File: src/rtl/ram_port_arbiter.sv
// Round-robin arbiter that multiplexes NREQ requesters onto one synchronous RAM port.
// Grants and the RAM port are registered; read data comes back with a one-hot rvalid.
module ram_port_arbiter #(
  parameter int unsigned NREQ = 3,
  parameter int unsigned AW   = 3,
  parameter int unsigned DW   = 8
) (
  input  logic             clk,
  input  logic             rst,
  input  logic [NREQ-1:0]    req,
  input  logic [NREQ-1:0]    req_we,
  input  logic [NREQ*AW-1:0] req_addr,
  input  logic [NREQ*DW-1:0] req_din,
  output logic [NREQ-1:0]    gnt,
  output logic [NREQ-1:0]    rvalid,
  output logic [DW-1:0]      rdata,
  output logic               ram_we,
  output logic [AW-1:0]      ram_addr,
  output logic [DW-1:0]      ram_din,
  input  logic [DW-1:0]      ram_rdata,
  output logic               busy
);

  localparam int unsigned PW = $clog2(NREQ);

  logic [NREQ-1:0] gnt_q, gnt_d;
  logic [NREQ-1:0] rd_pend_q, rd_pend_d;
  logic [NREQ-1:0] rvalid_q;
  logic            ram_we_q, ram_we_d;
  logic [AW-1:0]   ram_addr_q, ram_addr_d;
  logic [DW-1:0]   ram_din_q, ram_din_d;
  logic [PW-1:0]   ptr_q, ptr_d;
  logic            busy_q, busy_d;
  logic [NREQ-1:0] elig;
  logic [PW-1:0]   win;
  logic            found;

  // The requester granted last cycle is masked while it drops or re-issues req.
  assign elig = req & ~gnt_q;

  always_comb begin : arbitrate
    logic [PW:0] pos;
    found = 1'b0;
    win   = '0;
    pos   = '0;
    for (int unsigned k = 0; k < NREQ; k++) begin
      pos = {1'b0, ptr_q} + (PW+1)'(k);
      if (pos >= (PW+1)'(NREQ)) pos = pos - (PW+1)'(NREQ);
      if (!found && elig[pos[PW-1:0]]) begin
        found = 1'b1;
        win   = pos[PW-1:0];
      end
    end
  end

  always_comb begin : next_state
    gnt_d      = '0;
    rd_pend_d  = '0;
    ram_we_d   = 1'b0;
    ram_addr_d = ram_addr_q;
    ram_din_d  = ram_din_q;
    ptr_d      = ptr_q;
    if (found) begin
      gnt_d[win]     = 1'b1;
      rd_pend_d[win] = ~req_we[win];
      ram_we_d       = req_we[win];
      ram_addr_d     = req_addr[win*AW +: AW];
      ram_din_d      = req_din[win*DW +: DW];
      ptr_d          = (32'(win) == NREQ - 1) ? '0 : win + 1'b1;
    end
    // rd_pend_d is a subset of gnt_d and the next rvalid is rd_pend_q.
    busy_d = (|gnt_d) | (|rd_pend_q);
  end

  always_ff @(posedge clk) begin
    if (rst) begin
      gnt_q      <= '0;
      rd_pend_q  <= '0;
      rvalid_q   <= '0;
      ram_we_q   <= 1'b0;
      ram_addr_q <= '0;
      ram_din_q  <= '0;
      ptr_q      <= '0;
      busy_q     <= 1'b0;
    end else begin
      gnt_q      <= gnt_d;
      rd_pend_q  <= rd_pend_d;
      rvalid_q   <= rd_pend_q;
      ram_we_q   <= ram_we_d;
      ram_addr_q <= ram_addr_d;
      ram_din_q  <= ram_din_d;
      ptr_q      <= ptr_d;
      busy_q     <= busy_d;
    end
  end

  assign gnt      = gnt_q;
  assign rvalid   = rvalid_q;
  assign rdata    = ram_rdata;
  assign ram_we   = ram_we_q;
  assign ram_addr = ram_addr_q;
  assign ram_din  = ram_din_q;
  assign busy     = busy_q;

endmodule

File: config.mk
export PLATFORM = sky130hd
export DESIGN_NAME = ram_port_arbiter
export DESIGN_NICKNAME = d
export VERILOG_FILES = /design/src/rtl/ram_port_arbiter.sv
export SDC_FILE = /design/constraint.sdc
export NUM_CORES = 1
export LEC_CHECK = 0
export ABC_AREA = 1
export BUFFER_PORTS_ARGS = -buffer_cell sky130_fd_sc_hd__buf_2
export CORE_ASPECT_RATIO = 1.2
export CORE_UTILIZATION = 50
export CTS_BUF_LIST = sky130_fd_sc_hd__clkbuf_16
export CTS_CLUSTER_DIAMETER = 60
export CTS_CLUSTER_SIZE = 10
export DETAILED_ROUTE_END_ITERATION = 10
export PLACE_DENSITY_LB_ADDON = 0.25
export SLEW_MARGIN = 20
export SYNTH_ARGS = -nofsm -noshare
export SYNTH_HDL_FRONTEND = slang
export SYNTH_SLANG_ARGS = --single-unit
File: constraint.sdc
create_clock -name clk -period 3.1 [get_ports clk]
set_clock_uncertainty 0.05 [all_clocks]
set_input_delay 0 -clock clk [delete_from_list [all_inputs] [get_ports clk]]
set_output_delay 0 -clock clk [all_outputs]
set_load 0.01 [all_outputs]
==> results.cfg <==
[outcome]
outcome = complete, but fails checks
violations = hold timing

[routing]
firstDrtPassIters = 4
drt-wirelength-per-cell_microns = 9.99
via_per_inst = 4.66
wl_microns = 3390
num_vias = 1580
drc = 0
drtIter0Drc = 21
ant_nets = 0

[synth]
synth_nets = 292
ys_seq_area_share_pct = 29.9
synth_top_cell_by_area = dfxtp_1
netlist-cell-type-count = 28
postSynthAreaPerCell_sq_um = 6.69
synthTopCellsByArea = dfxtp_1 (30%), inv_1 (13%), nand2_1 (9.6%)
ys.flop_type = dfxtp_1
synth_edf_count = 0
synth_cells = 240
yosysWarnings = 0
synthArstFlopShare_pct = 0
synth_area_sq_mm = 0.00161
yosysTopAreaCellShare_pct = 29.9
synth_seq_cells = 24

[global_routing]
grt_antenna_before_repair = 0
globalRouteOverflowTotal = 0
grt_usage_pct = 21.5
grt_max_degree = 25
grt_pass1_wl_microns = 5490
grt_pass1_vias = 1393

[finish]
seq_area_sq_um = 480
final_cell_area_sq_mm = 0.00207
synthToLayoutAreaGrowth_pct = 29.0
nFillCells = 273
layout-drive-gt1-share_pct = 32.0
multiInputGateArea_sq_um = 777
finalNonFillerCells = 339
final_nets = 356
diodes = 0
fin_util_pct = 67.8

[timing]
setup-violations-final = 0
finalMaxSlewViolations = 0
hold_ws_ps = -3.31
fmax_mhz = 424
timing.final.crit_period_ps = 2360
tightest_slew_ps = 446
finalSetupTns_ps = 0
maxSlewHeadroom_pct = 70.2
post-route-period-util_pct = 76.0
rsz0062_at_grt = no
hold_viol_final = 2
setup_slack_ps = 744

[clocking]
clock-sinks = 24
ctsLongestPathBuffers = 2
path_clk_slew_ps = 60
cts_tree = yes
clock_latency_ps = 260
htreeDepth = 1
numCtsBuffers = 3
post_cts_buffers = 0
clock-root-buffer = clkbuf_16

[critical_path]
start_kind = flip-flop
crit_path_end_kind = flip-flop
crit_required_ps = 3230
rr_startpoint = ptr_q[0]$_SDFFE_PP0P_
cp_max_fo = 14
crit_end = ptr_q[0]$_SDFFE_PP0P_
r2r_cells = 13
reg2reg_slack_ps = 740
critPathArrivalTime_ps = 2480
critPathKind = flip-flop to flip-flop
r2r_end = ptr_q[0]$_SDFFE_PP0P_
critPathLaunch = ptr_q[0]$_SDFFE_PP0P_

[die]
dieArea_sq_mm = 0.00344
core_sq_mm = 0.00306
die_w_microns = 53.7
row_count = 22
pin_count = 76
start_util_pct = 52.5
die_y_microns = 64.1

[placement]
placed_cells = 321
place_area_sq_mm = 0.00183
dp_hpwl_microns = 2520
port_buffers = 59
place_congestion = 0.833
post-place-ws_ps = 765

[pwr]
cellLeakagePower_nw = 1.18
total_power_mw = 2.06
irDropWorstVdd_mv = 0.710
p_per_area_mw_per_mm2 = 994

[min_path]
holdCritPathClass = input pin to flip-flop

[job]
drv_cap = 0
[cell type report]
class,count,area share [%]
multi-input combinational,143,37.5
sequential,24,23.2
timing repair buffer,74,21.4
inverter,58,10.6
clock buffer,3,3.63
tap,36,2.18
clock inverter,1,1.45
[kinds of logic (layout without fill, tap and decap cells)]
group / after synthesis / count (layout) / synth area share (%)
buffers and inverters: 73 / 136 / 21.7
adder cells (fa/ha/maj): 3 / 3 / 2.34
AO/OA/AOI/OAI: 18 / 18 / 5.85
flip-flops: 24 / 24 / 29.9
AND/OR/NAND/NOR: 122 / 122 / 40.2
[state kept, by name (all words and copies together) (netlist names)]
register / count
ram_din: 8
ram_we: 1
rd_pend_q: 3
ram_addr: 3
gnt: 3
ptr_q: 2
rvalid: 3
busy: 1
[synth_stat cells, types with 4 or more instances]
cell type,n
inv_1,54
nand2_1,41
nor2_1,28
dfxtp_1,24
nand3_1,15
nand3_2,14
o21ai_0,12
buf_4,8
nand2_2,6
or2_1,5
o21ai_1,4
or2_2,4
[layout by cell type, fill, tap and decap left out, types with 2 or more instances in the layout]
| master | count |
|---|---|
| buf_2 | 59 |
| clkbuf_16 | 3 |
| dfxtp_1 | 24 |
| dlygate4sd3_1 | 14 |
| ha_1 | 3 |
| inv_1 | 54 |
| inv_2 | 3 |
| nand2_1 | 41 |
| nand2_2 | 6 |
| nand3_1 | 15 |
| nand3_2 | 14 |
| nor2_1 | 28 |
| nor3_1 | 2 |
| o21ai_0 | 12 |
| o21ai_1 | 4 |
| or2_0 | 2 |
| or2_1 | 5 |
| or2_2 | 4 |
[metal layers]
metal	vias up	track usage (%)	routed length (microns)
li1	831	-	-
met1	679	23.5	1410
met2	62	38.9	1680
met3	8	2.86	224
met4	0	9.54	70
met5	-	0	0
[critical path, stage by stage (launching register included)]
cell and delay (ps):
dfxtp_1 370, inv_1 90, ha_1 360, inv_2 130, nand2_1 60, nand3_1 70
nand2_1 90, nand3_2 80, nand2_2 70, nor2_4 330, inv_4 90, nor2_8 230
nand2_1 140, o21ai_0 110
[power by group]
part	switching [mW]	leakage, nW	internal (mW)
registers	0.0526	0.198	0.432
logic	0.778	0.926	0.429
clock network	0.109	0.0511	0.257
total	0.940	1.18	1.12
[worst min path at each step]
stage / startpoint / cells past startpoint / end
after floorplan: rst / 1 / rvalid[2]$_SDFF_PP0_
after global placement: ram_rdata[6] / 0 / rdata[6]
after detailed placement: ram_rdata[6] / 0 / rdata[6]
after CTS: req_din[6] / 4 / ram_din[6]$_SDFFE_PP0P_
after global routing: req_din[6] / 4 / ram_din[6]$_SDFFE_PP0P_
final: req_din[6] / 4 / ram_din[6]$_SDFFE_PP0P_
[repair_timing]
action | CTS | global route
endpoints found under the setup margin | 0 | 0
hold buffers | 14 | 0
resized for setup | 0 | 0
endpoints found under the hold margin | 16 | 0
Note: power is estimated with default switching activity, not from simulation.
